<file path="src/rtl/alu_pkg.sv">
// rtl/alu_pkg.sv - opcodes, FSM states and opcode helper shared by the ALU issue path
package alu_pkg;

  localparam logic [3:0] OP_NOP = 4'h0;
  localparam logic [3:0] OP_ADD = 4'h1;
  localparam logic [3:0] OP_SUB = 4'h2;
  localparam logic [3:0] OP_MUL = 4'h4;
  localparam logic [3:0] OP_DIV = 4'h8;

  typedef enum logic [1:0] {
    IDLE = 2'd0,
    EXEC = 2'd1,
    DONE = 2'd2
  } state_t;

  function automatic logic op_legal(input logic [3:0] op);
    return (op == OP_ADD) || (op == OP_SUB) || (op == OP_MUL) || (op == OP_DIV);
  endfunction

endpackage

</file>
<file path="src/rtl/alu_issue_ctrl_if.sv">
// rtl/alu_issue_ctrl_if.sv - request, ALU and response signals of the issue controller
interface alu_issue_ctrl_if #(
  parameter int WIDTH = 16
);
  logic             req0_valid;
  logic             req0_ready;
  logic [3:0]       req0_op;
  logic [WIDTH-1:0] req0_a;
  logic [WIDTH-1:0] req0_b;
  logic             req1_valid;
  logic             req1_ready;
  logic [3:0]       req1_op;
  logic [WIDTH-1:0] req1_a;
  logic [WIDTH-1:0] req1_b;
  logic [3:0]       alu_con;
  logic [WIDTH-1:0] alu_in1;
  logic [WIDTH-1:0] alu_in2;
  logic [WIDTH-1:0] alu_out;
  logic [WIDTH-1:0] alu_r0;
  logic             rsp_valid;
  logic             rsp_ready;
  logic             rsp_id;
  logic [WIDTH-1:0] rsp_out;
  logic [WIDTH-1:0] rsp_r0;
  logic             rsp_r0_wr;
  logic             rsp_err;
  logic             busy;

  modport slave (
    input  req0_valid, req0_op, req0_a, req0_b,
    input  req1_valid, req1_op, req1_a, req1_b,
    input  alu_out, alu_r0, rsp_ready,
    output req0_ready, req1_ready, alu_con, alu_in1, alu_in2,
    output rsp_valid, rsp_id, rsp_out, rsp_r0, rsp_r0_wr, rsp_err, busy
  );

  modport master (
    output req0_valid, req0_op, req0_a, req0_b,
    output req1_valid, req1_op, req1_a, req1_b,
    output alu_out, alu_r0, rsp_ready,
    input  req0_ready, req1_ready, alu_con, alu_in1, alu_in2,
    input  rsp_valid, rsp_id, rsp_out, rsp_r0, rsp_r0_wr, rsp_err, busy
  );

endinterface

</file>
<file path="src/rtl/alu_issue_ctrl_rr_arb2.sv">
// rtl/alu_issue_ctrl_rr_arb2.sv - combinational two-requester round-robin arbiter
module rr_arb2 (
  input  logic valid0,
  input  logic valid1,
  input  logic last_grant,
  input  logic enable,
  output logic grant0,
  output logic grant1,
  output logic grant_id
);

  // On a tie the requester that did not win last time gets the slot.
  always_comb begin
    grant_id = (valid0 && valid1) ? ~last_grant : valid1;
    grant0   = enable && valid0 && !grant_id;
    grant1   = enable && valid1 && grant_id;
  end

endmodule

</file>
<file path="src/rtl/alu_issue_ctrl.sv">
// rtl/alu_issue_ctrl.sv - arbitrates two requesters onto a multicycle ALU and returns tagged results
module alu_issue_ctrl
  import alu_pkg::*;
#(
  parameter int WIDTH      = 16,
  parameter int MUL_CYCLES = 2,
  parameter int DIV_CYCLES = 4
) (
  input  logic              clk,
  input  logic              rst,
  alu_issue_ctrl_if.slave   bus
);

  localparam int MAX_L = (MUL_CYCLES > DIV_CYCLES) ? MUL_CYCLES : DIV_CYCLES;
  localparam int CW    = $clog2(MAX_L + 1);

  state_t           r_state;
  state_t           w_next;
  logic             r_last_grant;
  logic             r_id;
  logic [CW-1:0]    r_count;
  logic [3:0]       r_alu_con;
  logic [WIDTH-1:0] r_alu_in1;
  logic [WIDTH-1:0] r_alu_in2;
  logic [WIDTH-1:0] r_rsp_out;
  logic [WIDTH-1:0] r_rsp_r0;
  logic             r_rsp_r0_wr;
  logic             r_rsp_err;

  logic             w_grant0;
  logic             w_grant1;
  logic             w_grant_id;
  logic             w_hs;
  logic [3:0]       w_sel_op;
  logic [WIDTH-1:0] w_sel_a;
  logic [WIDTH-1:0] w_sel_b;
  logic             w_legal;
  logic             w_div0;
  logic [CW-1:0]    w_lat;

  rr_arb2 u_arb (
    .valid0     (bus.req0_valid),
    .valid1     (bus.req1_valid),
    .last_grant (r_last_grant),
    .enable     (r_state == IDLE),
    .grant0     (w_grant0),
    .grant1     (w_grant1),
    .grant_id   (w_grant_id)
  );

  always_comb begin
    w_hs     = w_grant0 || w_grant1;
    w_sel_op = w_grant_id ? bus.req1_op : bus.req0_op;
    w_sel_a  = w_grant_id ? bus.req1_a  : bus.req0_a;
    w_sel_b  = w_grant_id ? bus.req1_b  : bus.req0_b;
    w_legal  = op_legal(w_sel_op);
    w_div0   = (w_sel_op == OP_DIV) && (w_sel_b == '0);
    case (w_sel_op)
      OP_MUL:  w_lat = CW'(MUL_CYCLES - 1);
      OP_DIV:  w_lat = CW'(DIV_CYCLES - 1);
      default: w_lat = '0;
    endcase
  end

  always_ff @(posedge clk or posedge rst) begin
    if (rst) r_state <= IDLE;
    else     r_state <= w_next;
  end

  // Rejected ops skip EXEC entirely so the ALU never sees them.
  always_comb begin
    w_next = r_state;
    case (r_state)
      IDLE:    if (w_hs) w_next = (!w_legal || w_div0) ? DONE : EXEC;
      EXEC:    if (r_count == '0) w_next = DONE;
      DONE:    if (bus.rsp_ready) w_next = IDLE;
      default: w_next = IDLE;
    endcase
  end

  always_ff @(posedge clk or posedge rst) begin
    if (rst) begin
      r_last_grant <= 1'b1;
      r_id         <= 1'b0;
      r_count      <= '0;
      r_alu_con    <= OP_NOP;
      r_alu_in1    <= '0;
      r_alu_in2    <= '0;
      r_rsp_out    <= '0;
      r_rsp_r0     <= '0;
      r_rsp_r0_wr  <= 1'b0;
      r_rsp_err    <= 1'b0;
    end else begin
      case (r_state)
        IDLE: if (w_hs) begin
          r_last_grant <= w_grant_id;
          r_id         <= w_grant_id;
          r_rsp_r0_wr  <= 1'b0;
          if (!w_legal) begin
            r_rsp_out <= '0;
            r_rsp_r0  <= '0;
            r_rsp_err <= 1'b1;
          end else if (w_div0) begin
            r_rsp_out <= '1;
            r_rsp_r0  <= w_sel_a;
            r_rsp_err <= 1'b1;
          end else begin
            r_alu_con <= w_sel_op;
            r_alu_in1 <= w_sel_a;
            r_alu_in2 <= w_sel_b;
            r_count   <= w_lat;
            r_rsp_err <= 1'b0;
          end
        end
        EXEC: if (r_count == '0) begin
          r_rsp_out   <= bus.alu_out;
          r_rsp_r0    <= bus.alu_r0;
          r_rsp_r0_wr <= (r_alu_con == OP_MUL) || (r_alu_con == OP_DIV);
          r_alu_con   <= OP_NOP;
          r_alu_in1   <= '0;
          r_alu_in2   <= '0;
        end else begin
          r_count <= r_count - 1'b1;
        end
        default: ;
      endcase
    end
  end

  assign bus.req0_ready = w_grant0;
  assign bus.req1_ready = w_grant1;
  assign bus.alu_con    = r_alu_con;
  assign bus.alu_in1    = r_alu_in1;
  assign bus.alu_in2    = r_alu_in2;
  assign bus.rsp_valid  = (r_state == DONE);
  assign bus.rsp_id     = r_id;
  assign bus.rsp_out    = r_rsp_out;
  assign bus.rsp_r0     = r_rsp_r0;
  assign bus.rsp_r0_wr  = r_rsp_r0_wr;
  assign bus.rsp_err    = r_rsp_err;
  assign bus.busy       = (r_state != IDLE);

endmodule

</file>
<file path="src/flat_wrapper.sv">
// flat-port wrapper written by rule: the top's interface ports become plain ports
module alu_issue_ctrl_flat import alu_pkg::*;
#(
  parameter int WIDTH      = 16,
  parameter int MUL_CYCLES = 2,
  parameter int DIV_CYCLES = 4
)
  (clk, rst, bus_req0_valid, bus_req0_op, bus_req0_a, bus_req0_b, bus_req1_valid, bus_req1_op, bus_req1_a, bus_req1_b, bus_alu_out, bus_alu_r0, bus_rsp_ready, bus_req0_ready, bus_req1_ready, bus_alu_con, bus_alu_in1, bus_alu_in2, bus_rsp_valid, bus_rsp_id, bus_rsp_out, bus_rsp_r0, bus_rsp_r0_wr, bus_rsp_err, bus_busy);
  alu_issue_ctrl_if #(.WIDTH(WIDTH)) bus_i ();
  input  logic clk;
  input  logic rst;
  input wire logic [$bits(bus_i.req0_valid)-1:0] bus_req0_valid;
  input wire logic [$bits(bus_i.req0_op)-1:0] bus_req0_op;
  input wire logic [$bits(bus_i.req0_a)-1:0] bus_req0_a;
  input wire logic [$bits(bus_i.req0_b)-1:0] bus_req0_b;
  input wire logic [$bits(bus_i.req1_valid)-1:0] bus_req1_valid;
  input wire logic [$bits(bus_i.req1_op)-1:0] bus_req1_op;
  input wire logic [$bits(bus_i.req1_a)-1:0] bus_req1_a;
  input wire logic [$bits(bus_i.req1_b)-1:0] bus_req1_b;
  input wire logic [$bits(bus_i.alu_out)-1:0] bus_alu_out;
  input wire logic [$bits(bus_i.alu_r0)-1:0] bus_alu_r0;
  input wire logic [$bits(bus_i.rsp_ready)-1:0] bus_rsp_ready;
  output wire logic [$bits(bus_i.req0_ready)-1:0] bus_req0_ready;
  output wire logic [$bits(bus_i.req1_ready)-1:0] bus_req1_ready;
  output wire logic [$bits(bus_i.alu_con)-1:0] bus_alu_con;
  output wire logic [$bits(bus_i.alu_in1)-1:0] bus_alu_in1;
  output wire logic [$bits(bus_i.alu_in2)-1:0] bus_alu_in2;
  output wire logic [$bits(bus_i.rsp_valid)-1:0] bus_rsp_valid;
  output wire logic [$bits(bus_i.rsp_id)-1:0] bus_rsp_id;
  output wire logic [$bits(bus_i.rsp_out)-1:0] bus_rsp_out;
  output wire logic [$bits(bus_i.rsp_r0)-1:0] bus_rsp_r0;
  output wire logic [$bits(bus_i.rsp_r0_wr)-1:0] bus_rsp_r0_wr;
  output wire logic [$bits(bus_i.rsp_err)-1:0] bus_rsp_err;
  output wire logic [$bits(bus_i.busy)-1:0] bus_busy;
  assign bus_i.req0_valid = bus_req0_valid;
  assign bus_i.req0_op = bus_req0_op;
  assign bus_i.req0_a = bus_req0_a;
  assign bus_i.req0_b = bus_req0_b;
  assign bus_i.req1_valid = bus_req1_valid;
  assign bus_i.req1_op = bus_req1_op;
  assign bus_i.req1_a = bus_req1_a;
  assign bus_i.req1_b = bus_req1_b;
  assign bus_i.alu_out = bus_alu_out;
  assign bus_i.alu_r0 = bus_alu_r0;
  assign bus_i.rsp_ready = bus_rsp_ready;
  assign bus_req0_ready = bus_i.req0_ready;
  assign bus_req1_ready = bus_i.req1_ready;
  assign bus_alu_con = bus_i.alu_con;
  assign bus_alu_in1 = bus_i.alu_in1;
  assign bus_alu_in2 = bus_i.alu_in2;
  assign bus_rsp_valid = bus_i.rsp_valid;
  assign bus_rsp_id = bus_i.rsp_id;
  assign bus_rsp_out = bus_i.rsp_out;
  assign bus_rsp_r0 = bus_i.rsp_r0;
  assign bus_rsp_r0_wr = bus_i.rsp_r0_wr;
  assign bus_rsp_err = bus_i.rsp_err;
  assign bus_busy = bus_i.busy;
  alu_issue_ctrl #(.WIDTH(WIDTH), .MUL_CYCLES(MUL_CYCLES), .DIV_CYCLES(DIV_CYCLES)) u_core (.clk(clk), .rst(rst), .bus(bus_i));
endmodule
</file>
<file path="config.mk">
export PLATFORM = sky130hd
export DESIGN_NAME = alu_issue_ctrl_flat
export DESIGN_NICKNAME = d
export VERILOG_FILES = /design/src/rtl/alu_pkg.sv /design/src/rtl/alu_issue_ctrl_if.sv /design/src/rtl/alu_issue_ctrl_rr_arb2.sv /design/src/rtl/alu_issue_ctrl.sv /design/src/flat_wrapper.sv
export SDC_FILE = /design/constraint.sdc
export NUM_CORES = 1
export LEC_CHECK = 0
export ABC_AREA = 1
export CAP_MARGIN = 40
export CORE_MARGIN = 8
export CORE_UTILIZATION = 39
export CTS_CLUSTER_SIZE = 40
export DETAILED_ROUTE_END_ITERATION = 12
export PLACE_DENSITY_LB_ADDON = 0.15
export SYNTH_ARGS = -nofsm -noshare
export SYNTH_HDL_FRONTEND = slang
export SYNTH_SLANG_ARGS = --single-unit
export TNS_END_PERCENT = 50
</file>
<file path="constraint.sdc">
create_clock -name clk -period 2.3 [get_ports clk]
set_clock_uncertainty 0.05 [all_clocks]
set_input_delay 0.46 -clock clk [delete_from_list [all_inputs] [get_ports clk]]
set_output_delay 0.46 -clock clk [all_outputs]
set_load 0.005 [all_outputs]
</file>
==> results.tsv <==
stage	metric	value	unit
synthesis	synth_nets	749	
timing	drv_slew	0	
global_route	first_global_vias	4811	
power_and_ir_drop	pwr-share-seq	25.9	%
setup_path	crit_type	input port to flip-flop	
setup_path	arrival	2450	ps
synthesis	synth.largest_area_cell	dfrtp_1	
clocking	htreeDepth	3	
power_and_ir_drop	power_frac_comb	57.9	%
power_and_ir_drop	p_leak	3.74	nW
layout	areaGrowthSynthToFinish	67.4	%
placed_design	io_buffer_count	183	
global_route	antenna_found_initial	0	
floorplan	die_h	123	um
timing	tns	0	ps
timing	fmax	0.439	GHz
synthesis	yosysUniqueCellTypes	28	
global_route	grtUsageTotal	20.0	%
drt	ant_nets	0	
clocking	cts_tree	done	
global_route	grt_max_degree	34	
clocking	clockRootBuffer	clkbuf_16	
floorplan	std_cell_rows	39	
setup_path	crit_path_end_kind	flip-flop	
power_and_ir_drop	p_clk_share	16.2	%
power_and_ir_drop	p_sw_share	40.4	%
placed_design	place_inst	975	
synthesis	yosys.area.top_type_share	42.7	%
global_route	grt_pass1_wl	24000	um
synthesis	netlist_area	4460	um^2
synthesis	yosys_warnings	0	
floorplan	initial_utilization	39.5	%
drt	vias	5033	
timing	period_share	98.9	%
timing	hold_viol	0	
power_and_ir_drop	power_density	1260	nW/um^2
timing	slew_headroom	60.4	%
clocking	clk-insertion-delay-late	330	ps
layout	fin_nets	971	
drt	drt_iter0_markers	346	
global_route	grt-ovfl-total	0	
floorplan	ios	184	
timing	fin_crit	2280	ps
setup_path	r2r_slack	40	ps
placed_design	dp_hpwl	12100	um
clocking	cts_buffers	9	
layout	fin_cells	1008	
setup_path	reg2reg_from	u_core.r_last_grant	
clocking	clk_path_buf_depth	2	
setup_path	required	2480	ps
power_and_ir_drop	ir_drop	611	uV
layout	drive_above_1_share	16.5	%
setup_path	cpMostUsedCell	nand2_1	
setup_path	r2r-end	u_core.bus.rsp_r0[6]	
power_and_ir_drop	power.internal	0.00558	W
clocking	clkSlewWorstSetupHoldPaths	60	ps
floorplan	chipWidth	123	um
drt	wl_per_cell	16.5	um
hold_path	min-delay-start	u_core.bus.alu_in2[15]	
drt	vias_per_cell	4.99	
timing	setup_viol	0	
floorplan	dieArea	15100	um^2
synthesis	yosysSeqAreaShare	43.3	%
power_and_ir_drop	switchingPower	0.00378	W
hold_path	hold_depth	2	
drt	drcViolationCount	0	
drt	firstDrtPassIters	5	
synthesis	syn_area_per_cell	6.98	um^2
layout	n_antenna_cell	0	
drt	wl	16600	um
timing	rsz0062_at_grt	true	
setup_path	path_cells	dlygate4sd2_1, nand2_2, buf_4, nand2_1, nand2_1, nor2_1, nand2_1, nor2_1, nand2_2, nand3_4, buf_12, nand2_8, nand2_1, nand2_1	
setup_path	crit_fanout	16	
setup_path	cp_slowest_cell	dlygate4sd2_1	
floorplan	coreArea	11300	um^2
synthesis	synthCells	638	
hold_path	worstHoldEndpoint	u_core.bus.alu_in2[15]	
synthesis	synth.area.top_cells	dfrtp_1, nand2_1, nor2_1, nand4_1, nand3_1	
timing	tightest_slew	593	ps
setup_path	worstRegToRegCells	14	
setup_path	cp-start-kind	input port	
setup_path	slowest_delay	390	ps
hold_path	worstHoldPathType	flip-flop to flip-flop	
synthesis	synth_seq_cells	77	
flow_run	cap_violations	0	
layout	fillers	971	
clocking	cts_sinks	77	
run_status	run_status	finished clean	
placed_design	globalplace.congestion	0.854	
-- metal layers --
metal	vias up	GRT usage [%]	wire length [um]
met5	-	0	0
met2	197	32.8	7860
met4	0	5.64	337
met1	2341	25.1	6970
met3	29	5.98	1480
li1	2466	-	-
-- stage by stage --
step / total power, W / cell area [um^2] / setup WS (ps) / util (%) / hold WS (ps)
global route: 0.0100 / 7460 / -76.0 / 66.2 / 436
global placement: 0.00706 / 6720 / -320 / 59.6 / 403
finish: 0.00936 / 7460 / 24.4 / 66.2 / 418
CTS: 0.00874 / 7050 / 29.7 / 62.6 / 423
detailed placement: 0.00717 / 6720 / -397 / 59.6 / 408
floorplan: 0.00481 / 4460 / 319 / - / 404
-- cell usage in the layout, fill, tap and decap left out, types with 7 or more instances in the layout --
master and count:
buf_12 8, buf_4 44, clkbuf_16 14, clkdlybuf4s50_1 180, dfrtp_1 76, inv_1 31
inv_2 7, nand2_1 256, nand2_2 31, nand3_1 36, nand3b_1 12, nand4_1 36
nor2_1 63, o21ai_0 19
-- synthesized netlist by cell type (all sizes together) --
cell type and n:
dfrtp 76, ha 2, nand2 293, o21a 1
o21ai 26, nor2 67, buf 25, xnor2 2
nand3b 12, clkbuf 13, nand3 43, nor3 1
clkinv 1, dfstp 1, nand4 36, inv 39
-- power groups by stage --
stage	clock, W	combinational (W)	sequential [W]
detailed placement	0	0.00476	0.00241
global placement	0	0.00467	0.00240
finish	0.00152	0.00542	0.00243
global route	0.00159	0.00591	0.00250
floorplan	0	0.00241	0.00239
CTS	0.00154	0.00481	0.00240
-- flip-flops by register name, indices dropped and copies added, names as in the netlist --
| register | flops |
|---|---|
| u_core.bus.rsp_err | 1 |
| u_core.bus.rsp_r0 | 16 |
| u_core.r_count | 3 |
| u_core.r_state | 2 |
| u_core.bus.rsp_out | 16 |
| u_core.r_last_grant | 1 |
| u_core.bus.alu_in1 | 16 |
| u_core.bus.rsp_r0_wr | 1 |
| u_core.bus.alu_con | 4 |
| u_core.bus.rsp_id | 1 |
| u_core.bus.alu_in2 | 16 |
-- kinds of logic after synthesis --
logic type	synth area share, %
XOR/XNOR	0.393
flip-flops	43.3
buffers and inverters	8.12
AND/OR/NAND/NOR	44.5
adder cells (fa/ha/maj)	0.562
AO/OA/AOI/OAI	3.17
-- timing repair --
item | 4_1_cts | 5_1_grt
hold buffers | 0 | 0
cloned | 0 | 11
resized for setup | 5 | 49
buffers inserted | 1 | 5
endpoints found under the setup margin | 35 | 74
pin swaps | 0 | 13
-- final cells by class --
cell class | instances | area, um^2 | share of cell area [%]
Tap cell | 143 | 179 | 2.40
Inverter | 40 | 156 | 2.10
Clock inverter | 6 | 86.3 | 1.16
Multi-Input combinational cell | 486 | 2360 | 31.7
Timing Repair Buffer | 246 | 2510 | 33.7
Sequential cell | 77 | 1930 | 25.9
Clock buffer | 10 | 229 | 3.07
-- worst max-delay path, delay by kind of cell --
kind / cells / cell delay (ps)
buf+inv: 3 / 720
simple gates: 11 / 1250
-- worst max-delay path by stage --
stage,from,endpoint,slack [ps],cells after the start
4_1_cts,bus_req0_valid,bus_req1_ready,30,5
3_5_place_dp,bus_req0_valid,u_core.r_state[1],-400,13
3_3_place_gp,bus_req0_valid,u_core.bus.rsp_out[8],-320,15
2_1_floorplan,u_core.r_last_grant,u_core.bus.alu_con[0],320,13
6_report,bus_req1_valid,u_core.bus.rsp_r0[10],20,14
5_1_grt,bus_req1_valid,u_core.bus.rsp_out[0],-80,14
(Power assumes the default switching activity.)
